## config.mk

```make
export PLATFORM = sky130hd
export DESIGN_NAME = mii_rx_deframer
export DESIGN_NICKNAME = d
export VERILOG_FILES = /design/src/rtl/mii_pkg.sv /design/src/rtl/mii_rx_deframer_if.sv /design/src/rtl/mii_nibble_pack.sv /design/src/rtl/mii_rx_deframer.sv
export SDC_FILE = /design/constraint.sdc
export NUM_CORES = 1
export LEC_CHECK = 0
export CAP_MARGIN = 20
export CORE_MARGIN = 4
export CORE_UTILIZATION = 51
export CTS_CLUSTER_DIAMETER = 50
export DETAILED_ROUTE_END_ITERATION = 8
export GPL_TIMING_DRIVEN = 0
export PLACE_DENSITY = 0.9
export SLEW_MARGIN = 30
export SYNTH_ARGS = -nofsm -noshare
export SYNTH_HDL_FRONTEND = slang
export SYNTH_SLANG_ARGS = --single-unit
```

## constraint.sdc

```tcl
create_clock -name mii0_clk -period 2.54 [get_ports mii0_clk]
set_input_delay 0.635 -clock mii0_clk [delete_from_list [all_inputs] [get_ports mii0_clk]]
set_output_delay 0.635 -clock mii0_clk [all_outputs]
set_load 0.005 [all_outputs]
```

## src/rtl/mii_pkg.sv

```systemverilog
// Shared types and constants for the MII receive deframer.
// FSM encoding, framing nibbles, header length, rx_err bit positions.
package mii_pkg;

    typedef enum logic [2:0] {
        WAIT_IDLE = 3'd0,
        IDLE      = 3'd1,
        PREAMBLE  = 3'd2,
        HDR       = 3'd3,
        PAYLOAD   = 3'd4,
        DROP      = 3'd5
    } state_t;

    localparam logic [3:0] PREAMBLE_NIB = 4'h5;
    localparam logic [3:0] SFD_NIB      = 4'hD;
    localparam int         HDR_BYTES    = 14;

    localparam int ERR_RUNT  = 0;
    localparam int ERR_ALIGN = 1;
    localparam int ERR_LONG  = 2;

endpackage

```

## src/rtl/mii_rx_deframer_if.sv

```systemverilog
// MII receive nibble stream: data-valid plus 4-bit nibble.
// The PHY side drives it, the receiver side samples it.
interface mii_rx_deframer_if;
    logic       en;
    logic [3:0] d;

    modport master (output en, output d);
    modport slave  (input  en, input  d);
endinterface

```

## src/rtl/mii_nibble_pack.sv

```systemverilog
// Nibble-to-byte assembler, low nibble first on the wire.
// Tracks the alignment phase so a dangling nibble can be reported.
module mii_nibble_pack
    import mii_pkg::*;
(
    input  logic                     clk_i,
    input  logic                     rst_ni,
    input  logic                     clr_i,
    input  logic                     take_i,
    mii_rx_deframer_if.slave         mii_i,
    output logic [7:0]               byte_o,
    output logic                     done_o,
    output logic                     pending_o
);

    logic       phase_q, phase_d;
    logic [3:0] lo_q, lo_d;
    logic       acc;

    assign acc       = take_i & mii_i.en;
    assign done_o    = acc & phase_q;
    assign byte_o    = {mii_i.d, lo_q};
    assign pending_o = phase_q;

    // Next phase / held low nibble.
    always_comb begin
        phase_d = phase_q;
        lo_d    = lo_q;
        if (clr_i) begin
            phase_d = 1'b0;
            lo_d    = 4'h0;
        end else if (acc) begin
            phase_d = ~phase_q;
            if (!phase_q) lo_d = mii_i.d;
        end
    end

    // Phase and low-nibble registers.
    always_ff @(posedge clk_i or negedge rst_ni) begin
        if (!rst_ni) begin
            phase_q <= 1'b0;
            lo_q    <= 4'h0;
        end else begin
            phase_q <= phase_d;
            lo_q    <= lo_d;
        end
    end

endmodule

```

## src/rtl/mii_rx_deframer.sv

```systemverilog
// MII receive deframer: preamble/SFD hunt, header capture, payload
// byte strobes and end-of-frame status with length and error flags.
module mii_rx_deframer
    import mii_pkg::*;
#(
    parameter int MAX_LEN = 1518,
    parameter int MIN_LEN = 64
) (
    input  logic        mii0_clk,
    input  logic        rst_n,
    input  logic        mii0_en,
    input  logic [3:0]  mii0_d,
    output logic [7:0]  rx_byte,
    output logic        rx_valid,
    output logic [47:0] dst_mac,
    output logic [47:0] src_mac,
    output logic [15:0] eth_type,
    output logic        hdr_valid,
    output logic        rx_eof,
    output logic [10:0] rx_len,
    output logic [2:0]  rx_err
);

    localparam logic [10:0] MAX_C = 11'(MAX_LEN);
    localparam logic [10:0] SAT_C = 11'(MAX_LEN + 1);
    localparam logic [10:0] MIN_C = 11'(MIN_LEN);
    localparam logic [10:0] HDR_L = 11'(HDR_BYTES - 1);

    mii_rx_deframer_if nib_if ();
    assign nib_if.en = mii0_en;
    assign nib_if.d  = mii0_d;

    state_t      state_q, state_d;
    logic [10:0] cnt_q, cnt_d;
    logic        sfd_q, sfd_d;
    logic        long_q, long_d;
    logic [47:0] dst_q, dst_d, src_q, src_d;
    logic [15:0] type_q, type_d;
    logic [7:0]  rxb_q, rxb_d;
    logic        rxv_q, rxv_d, hdrv_q, hdrv_d, eof_q, eof_d;
    logic [10:0] len_q, len_d;
    logic [2:0]  err_q, err_d;
    logic        clr, take, done, pend;
    logic [7:0]  nb;

    mii_nibble_pack u_pack (
        .clk_i     (mii0_clk),
        .rst_ni    (rst_n),
        .clr_i     (clr),
        .take_i    (take),
        .mii_i     (nib_if),
        .byte_o    (nb),
        .done_o    (done),
        .pending_o (pend)
    );

    // Next state, field capture and output strobes.
    always_comb begin
        state_d = state_q;
        cnt_d   = cnt_q;
        sfd_d   = sfd_q;
        long_d  = long_q;
        dst_d   = dst_q;
        src_d   = src_q;
        type_d  = type_q;
        rxb_d   = rxb_q;
        rxv_d   = 1'b0;
        hdrv_d  = 1'b0;
        eof_d   = 1'b0;
        len_d   = len_q;
        err_d   = err_q;
        clr     = 1'b0;
        take    = 1'b0;
        unique case (state_q)
            WAIT_IDLE: begin
                if (!mii0_en) state_d = IDLE;
            end
            IDLE: begin
                sfd_d  = 1'b0;
                long_d = 1'b0;
                if (mii0_en)
                    state_d = (mii0_d == PREAMBLE_NIB) ? PREAMBLE : DROP;
            end
            PREAMBLE: begin
                if (!mii0_en) begin
                    state_d = IDLE;
                end else if (mii0_d == SFD_NIB) begin
                    state_d = HDR;
                    clr     = 1'b1;
                    cnt_d   = 11'd0;
                    sfd_d   = 1'b1;
                    long_d  = 1'b0;
                end else if (mii0_d != PREAMBLE_NIB) begin
                    state_d = DROP;
                end
            end
            HDR, PAYLOAD: begin
                take = 1'b1;
                if (!mii0_en) begin
                    state_d          = IDLE;
                    eof_d            = 1'b1;
                    len_d            = cnt_q;
                    err_d            = 3'b000;
                    err_d[ERR_LONG]  = long_q;
                    err_d[ERR_ALIGN] = pend;
                    err_d[ERR_RUNT]  = cnt_q < MIN_C;
                end else if (done) begin
                    if (cnt_q == MAX_C) begin
                        long_d  = 1'b1;
                        cnt_d   = SAT_C;
                        state_d = DROP;
                    end else begin
                        cnt_d = cnt_q + 11'd1;
                        if (state_q == HDR) begin
                            if (cnt_q < 11'd6)
                                dst_d = {dst_q[39:0], nb};
                            else if (cnt_q < 11'd12)
                                src_d = {src_q[39:0], nb};
                            else
                                type_d = {type_q[7:0], nb};
                            if (cnt_q == HDR_L) begin
                                hdrv_d  = 1'b1;
                                state_d = PAYLOAD;
                            end
                        end else begin
                            rxb_d = nb;
                            rxv_d = 1'b1;
                        end
                    end
                end
            end
            DROP: begin
                if (!mii0_en) begin
                    state_d = IDLE;
                    if (sfd_q) begin
                        eof_d           = 1'b1;
                        len_d           = cnt_q;
                        err_d           = 3'b000;
                        err_d[ERR_LONG] = long_q;
                        err_d[ERR_RUNT] = cnt_q < MIN_C;
                    end
                end
            end
            default: state_d = WAIT_IDLE;
        endcase
    end

    // State, counters, captured fields and registered outputs.
    always_ff @(posedge mii0_clk or negedge rst_n) begin
        if (!rst_n) begin
            state_q <= WAIT_IDLE;
            cnt_q   <= '0;
            sfd_q   <= 1'b0;
            long_q  <= 1'b0;
            dst_q   <= '0;
            src_q   <= '0;
            type_q  <= '0;
            rxb_q   <= '0;
            rxv_q   <= 1'b0;
            hdrv_q  <= 1'b0;
            eof_q   <= 1'b0;
            len_q   <= '0;
            err_q   <= '0;
        end else begin
            state_q <= state_d;
            cnt_q   <= cnt_d;
            sfd_q   <= sfd_d;
            long_q  <= long_d;
            dst_q   <= dst_d;
            src_q   <= src_d;
            type_q  <= type_d;
            rxb_q   <= rxb_d;
            rxv_q   <= rxv_d;
            hdrv_q  <= hdrv_d;
            eof_q   <= eof_d;
            len_q   <= len_d;
            err_q   <= err_d;
        end
    end

    assign rx_byte   = rxb_q;
    assign rx_valid  = rxv_q;
    assign dst_mac   = dst_q;
    assign src_mac   = src_q;
    assign eth_type  = type_q;
    assign hdr_valid = hdrv_q;
    assign rx_eof    = eof_q;
    assign rx_len    = len_q;
    assign rx_err    = err_q;

endmodule

```

**Word-level counts from Yosys, hierarchy flattened**

Cells that the tools add are included.

- Latch bits: 0
- Bits in registers: 158
- ROM bits: 0
- Output and inout bits: 137
- Memories kept: 0
- RAM bits: 0
- Input port bits: 7

- Shift-type cells: 0
- Add/subtract/negate cells: 1
- Multipliers: 0
- Equal/unequal tests: 25
- Magnitude comparators: 3
- Reductions and logical operators: 18
- Divide/modulo/power cells: 0
- Bitwise operators: 7
- Mux-type cells: 59

Operators by type and width:

| cell | number |
|---|---|
| 11-bit two-way mux | 8 |
| 11-bit case mux with 2 select lines | 2 |
| 3-bit two-way mux | 14 |
| 1-bit two-way mux | 27 |
| 2-bit != test, second input constant | 11 |
| 6-bit AND reduction | 3 |
| 7-bit AND reduction | 2 |
| 4-bit two-way mux | 3 |
| 4-bit != test, second input constant | 3 |
| 3-bit case mux with 4 select lines | 1 |
| 11-bit by 1-bit adder with 11-bit output, second input constant | 1 |
| 11-bit equality test, second input constant | 1 |
| 11-bit by 4-bit equality test with 1-bit output, second input constant | 1 |
| 11-bit by 3-bit < comparator with 1-bit output, second input constant | 1 |
| 11-bit by 4-bit < comparator with 1-bit output, second input constant | 1 |
| 11-bit by 7-bit < comparator with 1-bit output, second input constant | 1 |
| 5-bit AND reduction | 2 |
| 2-bit nonzero test | 4 |
| 3-bit by 2-bit equality test with 1-bit output, second input constant | 2 |
| 3-bit equality test, second input constant | 2 |
| 3-bit case mux with 2 select lines | 1 |
| 1-bit NOT | 5 |
| 4-bit by 3-bit equality test with 1-bit output, second input constant | 1 |
| 4-bit equality test, second input constant | 1 |
| other kinds (12) | 15 |

**Depth between registers and ports, before layout**

Gate-level depths: netlist of the first run.

- Depth after elaboration: 8
- Mapped depth: 9
- Mapped depth without buffers: 7

**Cells and area by module**

A second synthesis of the first run with hierarchy kept.

- Cell total of the unflattened synthesis: 466
- Area total of the unflattened synthesis: 6667.6 um^2

By module, submodules not included:

| module | instances | area an instance (um^2) | cells each |
|---|---|---|---|
| mii_rx_deframer | 1 | 6377.4 | 440 |
| mii_nibble_pack | 1 | 290.3 | 26 |

**Worst setup path before layout of the first run**

Ideal clock, no wire load.

- Path type: input to register
- From: in mii0_en
- To: reg dst_q[27] (netlist: dst_mac[27])
- Path slack: 253 ps
- Cell stages on the path: 7
- Path buffers: 3
- Setup time: 125 ps
- Data arrival time: 2162 ps
- Cell sequence: clkbuf_1 -> o211ai_1 -> nor3_2 -> o2111ai_1 -> buf_4 -> buf_6 -> mux2_4

- Longest elaborated chain between the ends: 3

RTL lines:

| what | line | source |
|---|---|---|
| start, declared | mii_rx_deframer.sv:11 | `input logic mii0_en,` |
| 1-bit AND | mii_nibble_pack.sv:20 | `assign acc = take_i & mii_i.en;` |
| 1-bit AND | mii_nibble_pack.sv:21 | `assign done_o = acc & phase_q;` |
| 6-bit AND reduction (no source line) (*) | - |  |
| end signal, assigned | mii_rx_deframer.sv:169 | `dst_q <= dst_d;` |
| end, declared | mii_rx_deframer.sv:37 | `logic [47:0] dst_q, dst_d, src_q, src_d;` |

Mark *: on every way between the ends. The rest lies on a longest branch, timed or not.
A chain may end at the register's enable or synchronous reset.

**Final worst setup path of the first run**

- From: reg cnt_q[9]
- To: reg type_q[9] (netlist: eth_type[9])

- Longest elaborated chain between the ends: 3
- Elaborated cells on any way between the ends: 7

RTL lines:

| what | line | source |
|---|---|---|
| start, declared | mii_rx_deframer.sv:34 | `logic [10:0] cnt_q, cnt_d;` |
| start signal, assigned | mii_rx_deframer.sv:166 | `cnt_q <= cnt_d;` |
| 11-bit by 4-bit < comparator with 1-bit output, or another cell as far along | mii_rx_deframer.sv:117 | `else if (cnt_q < 11'd12)` |
| 1-bit NOT (no source line) | - |  |
| 7-bit AND reduction (no source line) (*) | - |  |
| end signal, assigned | mii_rx_deframer.sv:171 | `type_q <= type_d;` |
| end, declared | mii_rx_deframer.sv:38 | `logic [15:0] type_q, type_d;` |

Marks and branches as above.

==> results of run 1 <==
[layer usage]
layer,vias to the layer above,routed length [um],track usage (%)
met1,2268,6310,28.2
met3,44,1020,5.31
met2,191,7990,37.0
li1,2013,-,-
met4,0,455,8.96
met5,-,0,0
[cells by family after synthesis]
logic type               share of synthesized area [%]
AND/OR/NAND/NOR                                   6.18
adder cells (fa/ha/maj)                          0.572
buffers and inverters                             2.99
AO/OA/AOI/OAI                                     5.30
flip-flops                                        60.2
multiplexers                                      24.7
[flip-flops by register name (all words and copies together), names as in the netlist]
register and count:
rx_eof 1, state_q 3, cnt_q 11, rx_err 3, long_q 1, rx_valid 1
rx_byte 8, sfd_q 1, hdr_valid 1, u_pack.pending_o 1, u_pack.lo_q 4, eth_type 16
rx_len 11, src_mac 48, dst_mac 48
[what timing repair did]
action | 4_1_cts | 5_1_grt
setup buffers | 1 | 11
setup endpoints to repair | 87 | 75
pin swaps | 1 | 4
resized for setup | 6 | 8
hold endpoints to repair | 0 | 0
[layout make-up]
class                           instances  area share [%]
Tap cell                              172            2.41
Multi-Input combinational cell        267            27.4
Clock inverter                         10            1.27
Sequential cell                       158            44.3
Timing Repair Buffer                  155            17.3
Buffer                                 22            1.62
Inverter                               15           0.630
Clock buffer                           21            5.15
[where the power goes]
part           internal [uW]  switching, uW  leakage, uW
registers               2700            188      0.00217
logic                    492            476      0.00187
clock network           1490            992     0.000271
[cells in the mapped netlist, drive strengths merged (2+ instances only)]
master	n
o31ai	4
a21oi	10
and3b	2
nand2	13
o21ai	17
nand4b	2
or4	3
buf	17
ha	3
inv	15
o211ai	2
nand3	13
o41ai	3
nor3	6
dfrtp	158
and3	3
mux2	133
a21o	3
mux2i	5
nand2b	5
clkbuf	7
o22ai	2
nor4	3
a31oi	5
nor2	17
[per-stage QoR]
stage	hold slack [ns]	std cells
floorplan	0.339	464
global placement	0.474	778
detailed placement	0.491	779
CTS	0.199	811
global route	0.228	820
finish	0.178	820
[path summary, 6_finish.rpt]
check	start	to	slack, ns	cells after the start
max in group asynchronous	rst_n	cnt_q[6]$_DFFE_PN0P_	1.57	2
min	rst_n	state_q[2]$_DFFE_PN0P_	0.18	1
max	cnt_q[9]$_DFFE_PN0P_	eth_type[9]$_DFFE_PN0P_	0.06	6
max reg2reg	cnt_q[9]$_DFFE_PN0P_	eth_type[9]$_DFFE_PN0P_	0.06	6
min reg2reg	src_mac[40]$_DFFE_PN0P_	src_mac[40]$_DFFE_PN0P_	0.50	1
min in group mii0_clk	src_mac[40]$_DFFE_PN0P_	src_mac[40]$_DFFE_PN0P_	0.50	1
[cells in the final DEF (no fill, tap or decap), types with 2 or more instances in the layout]
| cell | n |
|---|---|
| nor4_4 | 2 |
| nor3_1 | 5 |
| buf_6 | 7 |
| or4_1 | 2 |
| dfrtp_2 | 3 |
| clkinv_2 | 3 |
| buf_4 | 12 |
| o211ai_1 | 2 |
| o21ai_0 | 17 |
| o31ai_1 | 3 |
| and3_1 | 3 |
| dfrtp_1 | 155 |
| clkbuf_8 | 2 |
| clkbuf_16 | 17 |
| nand4b_1 | 2 |
| clkinvlp_4 | 4 |
| a31oi_1 | 5 |
| mux2_4 | 20 |
| inv_1 | 15 |
| ha_1 | 3 |
| o22ai_1 | 2 |
| nand2b_1 | 5 |
| buf_2 | 7 |
| mux2_2 | 113 |
| a21o_1 | 3 |
| and3b_1 | 2 |
| clkbuf_1 | 8 |
| nand2_1 | 12 |
| nand3_1 | 13 |
| nor2_1 | 16 |
| mux2i_1 | 5 |
| clkdlybuf4s50_1 | 141 |
| bufinv_16 | 2 |
| a21oi_1 | 9 |
| o41ai_1 | 3 |
==> flow_metrics.py, run 1 <==
metrics = {
    "status": {
        "status": "finished clean",
    },
    "pwr": {
        "ir_drop_mv": 0.526,
        "p_total_uw": 6330,
        "power.leakage_uw": 0.00431,
        "p_per_area_nw_per_um2": 708,
    },
    "yosys": {
        "netlist_top_cells_area": "dfrtp_1, mux2_2, mux2_4, o21ai_0, nand3_1",
        "synth-edff-count": 0,
        "ys_seq_area_share_pct": 60.2,
        "netlist_area_um2": 6560,
        "async_flop_share_pct": 100,
        "avgSynthCellArea_um2": 14.1,
        "yosys_register_bits": 158,
        "syn_nets": 474,
        "ys.flop_type": "dfrtp_1",
        "yosys.area.top_type": "dfrtp_1",
        "syn_inst": 464,
        "yosys_warnings": 0,
        "synth_top_area_share_pct": 60.2,
        "synth.distinct_cells": 47,
    },
    "worst_setup_path": {
        "crit_chain": "or4_4 -> nor4_4 -> nand2_1 -> nand2_2 -> buf_6 -> mux2_2",
        "setup.worst_path.end_class": "register",
        "cp_num_buf_inv": 1,
        "worstPathArrival_ns": 2.79,
        "cp_max_fo": 10,
        "required_ns": 2.85,
        "path_class": "register to register",
        "cp_top_family": "simple AND/OR/NAND/NOR gates",
        "start_kind": "register",
        "cpPeakStageDelay_ns": 0.53,
        "crit_slowest_cell": "or4_4",
    },
    "floorplanning": {
        "start_util_pct": 52.0,
        "rows": 41,
        "core_um2": 12600,
        "die_y_um": 121,
        "num_io_pins": 144,
        "die_w_um": 121,
        "die_area_um2": 14700,
    },
    "routing": {
        "drt_pre_antenna_iters": 5,
        "wl_per_cell_um": 19.2,
        "drc_errors": 0,
        "viasPerCell": 5.51,
        "vias": 4516,
        "first_iter_violations": 292,
        "routed_wl_mm": 15.8,
        "ant_nets": 0,
    },
    "clock_tree": {
        "cts_max_level": 4,
        "cts_buffers": 17,
        "cts_sinks": 158,
        "root_buffer": "clkbuf_16",
        "clk_path_buf_depth": 2,
        "cts_tree": "built",
        "clk_latency_ns": 0.42,
        "clkTransAtPathRegs_ns": 0.06,
        "hold_buffers": 0,
    },
    "placed_design": {
        "portBuffers": 142,
        "placed_area_um2": 8230,
        "routabilityCongestion": 0.879,
        "dp_hpwl_mm": 11.0,
        "dp_slack_ns": -0.597,
    },
    "cells_and_area": {
        "drive_gt1_share_pct": 31.6,
        "fill_cells": 848,
        "finalCoreUtilization_pct": 70.9,
        "multiInputGateArea_um2": 2450,
        "seq_area_um2": 3960,
        "diodes": 0,
        "area_growth_pct": 36.2,
        "fin_area_um2": 8940,
        "nets": 646,
    },
    "timing": {
        "finalHoldViolCount": 0,
        "fin_setup_tns_ns": 0,
        "fin_ws_ns": 0.0591,
        "max_slew_margin_pct": 61.1,
        "finalCritPeriodShare_pct": 97.7,
        "finalMaxSlewViolations": 0,
        "max_freq_mhz": 403,
        "fin_worst_skew_ns": 0.00785,
        "setup_viol": 0,
        "tightest_slew_ns": 0.583,
        "min_period_ns": 2.48,
    },
    "grt": {
        "overflow": 0,
        "grt_pass1_wl_mm": 25.4,
        "grt_pass1_vias": 4690,
        "grt_max_degree": 84,
        "antenna_found_initial": 0,
        "grt.total_usage_pct": 22.3,
    },
    "min_path": {
        "min_path_type": "input port to asynchronous set/reset pin",
    },
    "run": {
        "max-cap-violations": 0,
    },
}
Note: power is estimated with default switching activity, not from simulation.
==> run 2: changes to the inputs <==
PLACE_DENSITY = 0.83   (was 0.9)
==> run 2 against run 1 <==
Compared with the run above: core utilization decreased by 0.69 points; design area shrank 0.98%; flip-flop and latch count unchanged; non-clock buffer count decreased by 2; critical endpoint is now src_mac[31]$_DFFE_PN0P_; maximum frequency increased by 0.68%; critical path type unchanged; via count shrank 1.6%.
==> flow_metrics.py, run 2 (synthesis gave the netlist of run 1 again) <==
metrics = {
    "floorplanning": {
        "core_um2": 12600,
        "start_util_pct": 52.0,
        "num_io_pins": 144,
        "die_y_um": 121,
        "die_area_um2": 14700,
        "rows": 41,
        "die_w_um": 121,
    },
    "status": {
        "status": "finished clean",
    },
    "cells_and_area": {
        "final_cell_mix": "dfrtp_1, clkdlybuf4s50_1, mux2_2",
        "seq_area_um2": 3960,
        "diodes": 0,
        "area_growth_pct": 34.9,
        "drive_gt1_share_pct": 31.2,
        "final_common_cell": "dfrtp_1",
        "multiInputGateArea_um2": 2440,
        "finalNonFillerCells": 817,
        "fill_cells": 899,
        "nets": 644,
    },
    "worst_setup_path": {
        "path_class": "register to register",
        "r2r_cells": 7,
        "crit_slowest_cell": "or4_4",
        "rr_startpoint": "cnt_q[8]$_DFFE_PN0P_",
        "crit_path_start": "cnt_q[8]$_DFFE_PN0P_",
        "worstPathArrival_ns": 2.76,
        "rrSetupSlack_ns": 0.08,
        "setup.worst_path.end_class": "register",
        "required_ns": 2.84,
        "crit_chain": "or4_4 -> nor4_4 -> buf_4 -> nand3_1 -> buf_6 -> buf_6 -> mux2_2",
        "timing.critical_path.mode_cell": "buf_6",
        "critPathCapture": "src_mac[31]$_DFFE_PN0P_",
        "cp_max_fo": 10,
        "cpPeakStageDelay_ns": 0.56,
        "start_kind": "register",
        "timing.rr.end": "src_mac[31]$_DFFE_PN0P_",
    },
    "routing": {
        "drc_errors": 0,
        "met1_length_mm": 6.38,
        "first_iter_violations": 319,
        "wl_met2_mm": 7.89,
        "dr_wl_met3_um": 914,
        "highest_layer": "met4",
        "vias": 4444,
        "ant_nets": 0,
        "routed_wl_mm": 15.5,
        "wl_per_cell_um": 18.9,
        "viasPerCell": 5.44,
        "drt_pre_antenna_iters": 4,
    },
    "timing": {
        "max_slew_margin_pct": 59.8,
        "finalHoldViolCount": 0,
        "rsz0062_at_grt": "false",
        "setup_viol": 0,
        "min_period_ns": 2.46,
        "finalMaxSlewViolations": 0,
        "fin_setup_tns_ns": 0,
        "max_freq_mhz": 406,
        "fin_worst_skew_ns": 0.00576,
        "finalCritPeriodShare_pct": 97.0,
        "tightest_slew_ns": 0.603,
    },
    "clock_tree": {
        "clkTransAtPathRegs_ns": 0.06,
        "cts_buffers": 17,
        "clk_latency_ns": 0.41,
        "clk_path_buf_depth": 2,
        "cts_max_level": 4,
        "cts_sinks": 158,
        "hold_buffers": 0,
        "cts_tree": "built",
        "root_buffer": "clkbuf_16",
    },
    "placed_design": {
        "dp_hpwl_mm": 10.9,
        "routabilityCongestion": 0.872,
        "dpl.cell_count": 779,
        "portBuffers": 142,
    },
    "grt": {
        "antenna_found_initial": 0,
        "grt_pass1_vias": 4651,
        "grt_pass1_wl_mm": 25.3,
        "grt_max_degree": 81,
        "overflow": 0,
        "grt.total_usage_pct": 22.2,
    },
    "pwr": {
        "power.leakage_uw": 0.00428,
        "p_per_area_nw_per_um2": 683,
        "p_total_uw": 6050,
        "ir_drop_mv": 0.422,
    },
    "run": {
        "max-cap-violations": 0,
    },
    "min_path": {
        "min_path_type": "input port to asynchronous set/reset pin",
    },
}
[run 2: cell types whose count changed in the layout (fill, tap and decap cells not counted)]
cell,before,now
o31ai_4,1,0
clkinv_4,0,1
clkbuf_1,8,9
clkinvlp_4,4,1
bufinv_16,2,0
buf_2,7,8
buf_4,12,10
o31ai_2,0,1
clkinv_2,3,5
inv_6,1,0
[run 2: final cells by class]
cell class,count,share of cell area [%]
sequential,158,44.7
multi-input combinational,267,27.6
timing repair buffer,153,17.3
clock buffer,23,5.29
tap,172,2.43
buffer,22,1.65
inverter,15,0.636
clock inverter,7,0.466
[run 2: repair_timing]
| item | CTS | global route |
|---|---|---|
| setup buffers | 1 | 9 |
| pin swaps | 1 | 3 |
| resized for setup | 3 | 11 |
| cloned | 0 | 0 |
| setup endpoints to repair | 69 | 92 |
[run 2: worst min path at each step]
stage | start | endpoint | slack (ns)
final | rst_n | src_mac[43]$_DFFE_PN0P_ | 0.17
after global routing | rst_n | src_mac[44]$_DFFE_PN0P_ | 0.21
after floorplan | rst_n | cnt_q[0]$_DFFE_PN0P_ | 0.34
after CTS | rst_n | src_mac[27]$_DFFE_PN0P_ | 0.20
after detailed placement | eth_type[11]$_DFFE_PN0P_ | eth_type[11]$_DFFE_PN0P_ | 0.49
after global placement | src_mac[46]$_DFFE_PN0P_ | src_mac[46]$_DFFE_PN0P_ | 0.49
[run 2: worst max-delay path: cells and delay by family (launching register included)]
family,cells,cell delay (ns)
buffers and inverters,3,0.53
flip-flops,1,0.44
AND/OR/NAND/NOR,3,1.09
multiplexers,1,0.28
[run 2: where the power goes]
part           leakage [uW]  switching [uW]  total (uW)  internal [uW]
sequential          0.00217             203        2900           2700
clock              0.000252             940        2220           1280
combinational       0.00186             450         927            477
[run 2: stage by stage]
stage	utilization (%)	worst slack (ns)	instance area [um2]	hold WS (ns)
6_report	70.2	0.0758	8850	0.167
3_5_place_dp	65.2	-0.381	8230	0.492
3_3_place_gp	65.0	-5.18	8200	0.487
4_1_cts	69.4	0.00604	8760	0.200
2_1_floorplan	-	0.253	6560	0.339
5_1_grt	70.2	0.00642	8850	0.211
[run 2: layer usage]
layer / vias up / GRT usage (%)
met2: 151 / 37.0
met1: 2245 / 28.2
li1: 2024 / -
met5: - / 0
met4: 0 / 6.93
met3: 24 / 6.15
==> run 3: changes to the inputs <==
CORE_MARGIN = default   (was 4)
SETUP_SLACK_MARGIN = 0.2   (was default)
==> run 3 against run 2 <==
Compared with the run above: largest cell class unchanged; clock power increased by 14%; routed wire length is 0.94% higher; setup slack better by 0.14 ns; sequential share of layout area shrank 1.7 points; critical path type unchanged; die area fell by 9.6%; total power increased by 6.6%; clock skew grew 0.0020 ns; core utilization is 3.1 points higher; maximum frequency is 6.0% higher.
==> flow_metrics.py, run 3 (synthesis gave the netlist of run 1 again) <==
metrics = {
    "placed_design": {
        "routabilityCongestion": 0.906,
        "placed_area_um2": 8230,
        "dp_hpwl_mm": 10.4,
        "dp_slack_ns": -0.554,
        "portBuffers": 142,
    },
    "timing": {
        "fin_worst_skew_ns": 0.00775,
        "finalHoldViolCount": 0,
        "max_freq_mhz": 430,
        "finalMaxSlewViolations": 0,
        "tightest_slew_ns": 0.595,
        "rsz0062_at_grt": "true",
        "setup_viol": 0,
        "fin_ws_ns": 0.216,
        "finalCritPeriodShare_pct": 91.5,
        "min_period_ns": 2.32,
        "max_slew_margin_pct": 60.1,
    },
    "routing": {
        "viasPerCell": 5.51,
        "drc_errors": 0,
        "vias": 4583,
        "routed_wl_mm": 15.6,
        "drt_pre_antenna_iters": 5,
        "first_iter_violations": 266,
        "wl_per_cell_um": 18.8,
        "ant_nets": 0,
    },
    "floorplanning": {
        "num_io_pins": 144,
        "core_um2": 12600,
        "die_w_um": 115,
        "die_y_um": 115,
        "die_area_um2": 13300,
        "start_util_pct": 52.2,
        "rows": 41,
    },
    "grt": {
        "top_usage_layer": "met2",
        "grt_pass1_wl_mm": 24.3,
        "grt_max_degree": 90,
        "met1_usage_pct": 30.2,
        "grt.total_usage_pct": 24.4,
        "grt_use_met2_pct": 41.4,
        "grt_pass1_vias": 4642,
        "antenna_found_initial": 0,
        "overflow": 0,
        "grtUsageMet3_pct": 5.75,
    },
    "clock_tree": {
        "cts_sinks": 158,
        "cts_tree": "built",
        "clkTransAtPathRegs_ns": 0.06,
        "cts_buffers": 17,
        "clk_latency_ns": 0.42,
        "clk_path_buf_depth": 2,
        "cts_max_level": 4,
        "root_buffer": "clkbuf_16",
        "hold_buffers": 0,
    },
    "worst_setup_path": {
        "r2r_cells": 9,
        "path_class": "register to register",
        "rr_startpoint": "cnt_q[0]$_DFFE_PN0P_",
        "critPathCapture": "dst_mac[3]$_DFFE_PN0P_",
        "setup.worst_path.end_class": "register",
        "worstPathArrival_ns": 2.62,
        "cp_max_fo": 6,
        "start_kind": "register",
        "rrSetupSlack_ns": 0.22,
        "crit_path_start": "cnt_q[0]$_DFFE_PN0P_",
        "required_ns": 2.84,
        "timing.rr.end": "dst_mac[3]$_DFFE_PN0P_",
    },
    "cells_and_area": {
        "final_common_cell": "dfrtp_1",
        "final_cell_mix": "dfrtp_1, clkdlybuf4s50_1, mux2_2",
        "fin_area_um2": 9210,
        "nets": 658,
        "drive_gt1_share_pct": 34.1,
        "area_growth_pct": 40.3,
        "diodes": 0,
        "fill_cells": 834,
    },
    "pwr": {
        "p_per_area_nw_per_um2": 700,
        "p_seq_share_pct": 44.8,
        "internal_power_uw": 4820,
        "p_comb_share_pct": 15.9,
        "p_clk_share_pct": 39.3,
        "p_sw_uw": 1630,
        "power.leakage_uw": 0.00449,
        "ir_drop_mv": 0.493,
        "swShare_pct": 25.3,
    },
    "min_path": {
        "min_path_type": "input port to asynchronous set/reset pin",
    },
    "run": {
        "max-cap-violations": 0,
    },
    "status": {
        "status": "finished clean",
    },
}
[run 3: worst max-delay path, cell delays in order, from the launching register on]
cell       delay [ns]
dfrtp_2          0.43
inv_1            0.08
ha_1             0.15
nand4b_1         0.17
nor4_4           0.43
nor3_4           0.11
o2111ai_2        0.12
buf_6            0.20
buf_4            0.17
mux2_2           0.34
[run 3: routing by layer]
metal	up-vias	wire (um)	share of wire, %
li1	2033	-	-
met1	2342	6380	41
met2	181	8020	51
met3	27	917	5.9
met4	0	291	1.9
met5	-	0	0
[run 3: cell type report]
| class | instances | area (um2) | area share (%) |
|---|---|---|---|
| flip-flops and latches | 158 | 3960 | 43.0 |
| multi-input cells | 267 | 2490 | 27.1 |
| repair buffers | 165 | 1680 | 18.2 |
| clock buffers | 25 | 515 | 5.60 |
| well taps | 172 | 215 | 2.34 |
| plain buffers | 24 | 209 | 2.27 |
| clock inverters | 6 | 80.1 | 0.870 |
| inverters | 15 | 56.3 | 0.611 |
[run 3: how the worst min path moves through the flow]
stage	from	endpoint	slack (ns)	depth (start not counted)
final	rst_n	eth_type[2]$_DFFE_PN0P_	0.15	1
after global routing	rst_n	sfd_q$_DFFE_PN0P_	0.20	1
after CTS	rst_n	eth_type[2]$_DFFE_PN0P_	0.17	1
after detailed placement	src_mac[46]$_DFFE_PN0P_	src_mac[46]$_DFFE_PN0P_	0.49	1
after global placement	sfd_q$_DFFE_PN0P_	sfd_q$_DFFE_PN0P_	0.47	2
after floorplan	rst_n	cnt_q[0]$_DFFE_PN0P_	0.34	0
[run 3: metrics by stage]
| step | instances | hold WS [ns] | util, % | total power [uW] | setup TNS, ns |
|---|---|---|---|---|---|
| finish | 832 | 0.152 | 73.3 | 6450 | 0 |
| global route | 832 | 0.197 | 73.3 | 6690 | 0 |
| CTS | 824 | 0.174 | 72.2 | 6390 | 0 |
| detailed placement | 779 | 0.492 | 65.5 | 3810 | -19.27 |
| global placement | 778 | 0.475 | 65.2 | 3780 | -833.91 |
| floorplan | 464 | 0.339 | - | 3360 | 0 |
[run 3: power groups by stage]
stage	sequential (uW)	combinational, uW	clock [uW]
2_1_floorplan	2870	485	0
3_3_place_gp	2920	858	0
3_5_place_dp	2920	887	0
4_1_cts	2880	948	2560
5_1_grt	2910	1110	2670
6_report	2890	1030	2530
[run 3: timing repair]
item,CTS,global route
hold endpoints to repair,0,0
resized for setup,28,21
setup endpoints to repair,131,125
pin swaps,6,3
cloned,2,0
buffers inserted,12,8
==> patch 1, RTL diff (config.mk and constraints of run 2) <==
Remove the register `hdrv_q`: a continuous assignment takes its place, so the output `hdr_valid` follows one clock earlier.
--- a/src/rtl/mii_rx_deframer.sv
+++ b/src/rtl/mii_rx_deframer.sv
@@ -157,7 +157,6 @@
             type_q  <= '0;
             rxb_q   <= '0;
             rxv_q   <= 1'b0;
-            hdrv_q  <= 1'b0;
             eof_q   <= 1'b0;
             len_q   <= '0;
             err_q   <= '0;
@@ -171,12 +170,13 @@
             type_q  <= type_d;
             rxb_q   <= rxb_d;
             rxv_q   <= rxv_d;
-            hdrv_q  <= hdrv_d;
             eof_q   <= eof_d;
             len_q   <= len_d;
             err_q   <= err_d;
         end
     end
+
+    assign hdrv_q = hdrv_d;
 
     assign rx_byte   = rxb_q;
     assign rx_valid  = rxv_q;
Function: no difference found for any inputs over 4 cycles, from zero or initial values and one cycle with rst_n low; that may be too few to reach the edited logic, so the function may still have changed.
==> patch 1 against run 2 <==
  * Wire length decreased by 0.27%
  * Die area decreased by 0.35%
  * Global-route usage decreased by 0.46 points
  * Setup slack got worse by 260 ps
  * Total power increased by 4.6%
  * Sequential cell count decreased by 1
  * The run now ends with setup timing left
  * Critical endpoint is now hdr_valid
  * Utilization increased by 1.1 points
  * Synthesized area decreased by 0.38%
  * Final area increased by 1.2%
  * Clock skew increased by 1.7 ps
  * Worst hold slack improved by 28 ps
==> patch 1: results (changes against run 2) <==
metric,value,unit,change
wl_per_cell,18.78,um,-0.76%
power.leakage,4.332,nW,+1.2%
nFillCells,841,,-6.5%
clkLatencyLatePin,420,ps,
fin_hold_ws,194.5,ps,+27.61 ps
cp-startpoint,cnt_q[0],,
grt_usage,0.2171,,-0.004623
violations,setup timing,,
clock_skew,7.469,ps,+1.712 ps
cp.arrival,2090,ps,-670 ps
stdcell_count,821,,+0.49%
dpl.hpwl,10580,um,-2.5%
setup_viol,1,,+1
drtIter0Drc,347,,+8.8%
internal-power,0.004712,W,+5.8%
grt_pass1_wl,24960,um,-1.2%
dpl.cell_count,779,,unchanged
synth_cells,463,,-0.22%
post-place-ws,-525.9,ps,-144.9 ps
ys_top_cells_by_count,"dfrtp_1, mux2_2, mux2_4",,
reg2reg_to,eth_type[14],,
num_vias,4476,,+0.72%
r2r-start,cnt_q[6],,
fin_setup_tns,-187.8,ps,-187.8 ps
max_stage_delay,530,ps,-30 ps
worst_pin_slew,531.4,ps,-72.09 ps
gp_congestion,0.9082,,+4.1%
drive_gt1_frac,0.3297,,+0.01811
outcome,"finished, violations left",,
grt_max_degree,90,,+11%
final.setup.worst_slack,-187.8,ps,-263.6 ps
utilization,0.7128,,+0.01122
cp-endpoint,hdr_valid,,
reg2reg_slack,110,ps,+30 ps
synth.yosys.seq_area_share,0.6008,,-0.001522
synthArstFlopShare,1.000,,unchanged
netlist_top_cells_area,"dfrtp_1, mux2_2, mux2_4",,
cts_root_buffer,clkbuf_16,,
vdd.ir_drop.worst,0.0005492,V,+30%
nets,646,,+0.31%
grt_pass1_vias,4698,,+1.0%
placed_area,0.008235,sq mm,about the same
synthesis.nets,473,,-0.21%
-- patch 1: cell types whose count changed after synthesis --
cell,run 2,this run
dfrtp_1,158,157
-- patch 1: repair_timing --
action / CTS / global route
setup buffers: 6 / 6
gates resized for setup: 12 / 17
endpoints found under the setup margin: 79 / 109
pin swaps: 6 / 2
-- patch 1: power groups by stage --
stage / sequential (W) / clock, W / combinational (W)
after floorplan: 0.00286 / 0 / 0.000485
after global placement: 0.00291 / 0 / 0.000858
after detailed placement: 0.00292 / 0 / 0.000896
after CTS: 0.00288 / 0.00250 / 0.000926
after global routing: 0.00292 / 0.00260 / 0.00107
final: 0.00290 / 0.00246 / 0.000974
-- patch 1: area by class of cell --
| cell class | instances | area [sq um] | share of cell area |
|---|---|---|---|
| clock buffers | 26 | 489.2 | 0.05461 |
| repair buffers | 156 | 1567 | 0.1749 |
| plain buffers | 22 | 137.6 | 0.01536 |
| multi-input cells | 267 | 2475 | 0.2763 |
| inverters | 15 | 56.30 | 0.006285 |
| flip-flops and latches | 157 | 3935 | 0.4392 |
| clock inverters | 6 | 83.83 | 0.009358 |
| well taps | 172 | 215.2 | 0.02402 |
-- patch 1: cell families after synthesis --
family,count (synthesis),share of synthesized area
AOI/OAI and AO/OA,55,0.05320
adders and majority gates,3,0.005741
buffers and inverters,39,0.03004
DFF,157,0.6008
muxes,138,0.2482
and+or+nand+nor,71,0.06200
-- patch 1: per-layer routing --
metal  GRT usage  vias to the layer above  share of wire  wire length [um]
li1            -                     2003              -                 -
met1      0.2685                     2280           0.40              6221
met2      0.3647                      171           0.52              7959
met3     0.06107                       22          0.064               991
met4     0.08053                        0          0.016               250
met5           0                        -              0                 0
==> patch 2, RTL diff (settings of run 2) <==
Made on the original files. Change the parameter `MAX_LEN` from 1518 to 1024.
--- a/src/rtl/mii_rx_deframer.sv
+++ b/src/rtl/mii_rx_deframer.sv
@@ -3,7 +3,7 @@
 module mii_rx_deframer
     import mii_pkg::*;
 #(
-    parameter int MAX_LEN = 1518,
+    parameter int MAX_LEN = 1024,
     parameter int MIN_LEN = 64
 ) (
     input  logic        mii0_clk,
Check against the original RTL: no difference found for any inputs over 4 cycles, from zero or initial values and one cycle with rst_n low; that may be too few to reach the edited logic, so the function may still have changed.
==> patch 2 against run 2 <==
  * Final area increased by 0.47%
  * Setup slack improved by 4.2 ps
  * Sequential share of layout area decreased by 0.24 points
  * Synthesized cell count increased by 1.9%
  * Sequential cell count unchanged
  * Clock skew increased by 2.0 ps
  * Synthesized area increased by 0.15%
  * Wire length decreased by 1.1%
  * First-iteration DRC count decreased by 45%
  * Clock power increased by 15%
  * Total power increased by 6.8%
  * Critical endpoint is now dst_mac[31]
  * Largest cell class unchanged
  * Highest routed layer unchanged
==> patch 2: results (changes against run 2) <==
metric,value,unit,change
outcome,"complete, no violations",,
synth_mux_area_frac,0.2444,,-0.002851
clkTransAtPathRegs,60,ps,about the same
dieArea,0.01477,sq mm,+0.15%
worst_pin_slew,747.3,ps,+143.8 ps
ys_top_cells_by_count,"dfrtp_1, mux2_2, o21ai_0",,
synth.yosys.seq_area_share,0.6014,,-0.0009172
reg2reg_slack,80,ps,
nFillCells,911,,+1.3%
netlist_top_cells_area,"dfrtp_1, mux2_2, mux2_4",,
drtIter0Drc,177,,-45%
post-place-ws,-535.6,ps,-154.5 ps
cts_resized,2,,-1
numCtsBuffers,17,,unchanged
gp_congestion,0.8742,,+0.23%
clock_skew,7.792,ps,+2.035 ps
power.leakage,4.188,nW,-2.2%
vias_per_cell,5.438,,about the same
first_pass_iters,5,,+1
cts_buffer_depth,2,,unchanged
fmax,406.5,MHz,+0.17%
clkLatencyLatePin,420,ps,
max_stage_delay,440,ps,-120 ps
synthesis.nets,483,,+1.9%
synthArstFlopShare,1.000,,unchanged
synth_cells,473,,+1.9%
ys.warnings.count,0,,unchanged
num_antenna_cells,0,,unchanged
port_buffers,143,,+0.70%
crit_fanout,10,,unchanged
synth_xor_area_frac,0,,unchanged
cts-htree-levels,4,,unchanged
grt_usage,0.2183,,-0.003403
cpMaxStageDelayCell,dfrtp_2,,
drtAntennaViolNets,0,,unchanged
drive_gt1_frac,0.2901,,-0.02150
fin_hold_ws,168.4,ps,+1.460 ps
rr_worst_depth,8,,+1
synth_compound_area_frac,0.05424,,+0.001252
grt_max_degree,85,,+4.9%
antenna_found_initial,0,,unchanged
nets,645,,+0.16%
cp-endpoint,dst_mac[31],,
grt_pass1_vias,4683,,+0.69%
min_path_type,primary input to async pin,,
synthDistinctLibCells,47,,unchanged
cts_root_buffer,clkbuf_16,,
stdcell_count,820,,+0.37%
dpl.cell_count,789,,+1.3%
cp.arrival,2760,ps,about the same
cp-startpoint,cnt_q[7],,
grt_pass1_wl,24960,um,-1.2%
vdd.ir_drop.worst,0.0004588,V,+8.8%
post_cts_buffers,0,,-1
synthAdderAreaFrac,0.005710,,-0.000008707
dpl.hpwl,11000,um,+1.4%
wl_per_cell,18.65,um,-1.5%
==> patch 2: cell count changes in the layout (fill, tap and decap cells not counted), sizes merged, moves of 4 or more <==
cell	delta
dlymetal6s2s	+4
a21oi	-5
o21ai	+10
nor2b	+4
mux2i	-5
buf	-14
nand3	-5
inv	-5
nand2	+10
clkbuf	+5
==> patch 2: worst min-delay path by stage <==
stage,from,to,depth (start not counted)
after global placement,eth_type[10],eth_type[10],1
after global routing,rst_n,src_mac[38],1
after detailed placement,eth_type[14],eth_type[14],1
final,rst_n,src_mac[38],1
after floorplan,rst_n,cnt_q[0],0
after CTS,rst_n,src_mac[38],1
==> patch 2: routing by layer <==
metal	up-vias	part of all wire	global-route usage
li1	2034	-	-
met1	2266	0.41	0.2812
met2	134	0.52	0.3648
met3	25	0.046	0.04457
met4	0	0.020	0.08683
met5	-	0	0
==> patch 2: final cells by class <==
| class | count | area share |
|---|---|---|
| buffer | 24 | 0.01519 |
| clock buffer | 22 | 0.05219 |
| clock inverter | 10 | 0.01547 |
| inverter | 10 | 0.004220 |
| multi-input combinational | 280 | 0.2784 |
| sequential | 158 | 0.4446 |
| tap | 172 | 0.02419 |
| timing repair buffer | 144 | 0.1657 |
==> patch 2: kinds of logic after synthesis <==
group | Yosys count
AOI/OAI and AO/OA | 57
muxes | 136
buffers and inverters | 35
adders and majority gates | 3
and+or+nand+nor | 84
DFF | 158
==> patch 2: critical path: cells and delay by family (launching register included) <==
kind / cells / cell delay [ps]
muxes: 1 / 310
DFF: 1 / 440
buffers and inverters: 3 / 490
and+or+nand+nor: 4 / 1100
==> patch 2: metrics by stage <==
stage | util | total power (W) | instance area [sq um]
2_1_floorplan | - | 0.003419 | 6574
3_3_place_gp | 0.6514 | 0.003907 | 8220
3_5_place_dp | 0.6540 | 0.003931 | 8253
4_1_cts | 0.7024 | 0.006514 | 8864
5_1_grt | 0.7048 | 0.006754 | 8895
6_report | 0.7048 | 0.006461 | 8895
==> patch 2: power by group <==
group	total, W	internal (W)	leakage [nW]	switching, W
clock	0.00256	0.00159	0.290	0.000970
sequential	0.00290	0.00271	2.17	0.000192
combinational	0.000994	0.000508	1.73	0.000485
total	0.00646	0.00481	4.19	0.00165
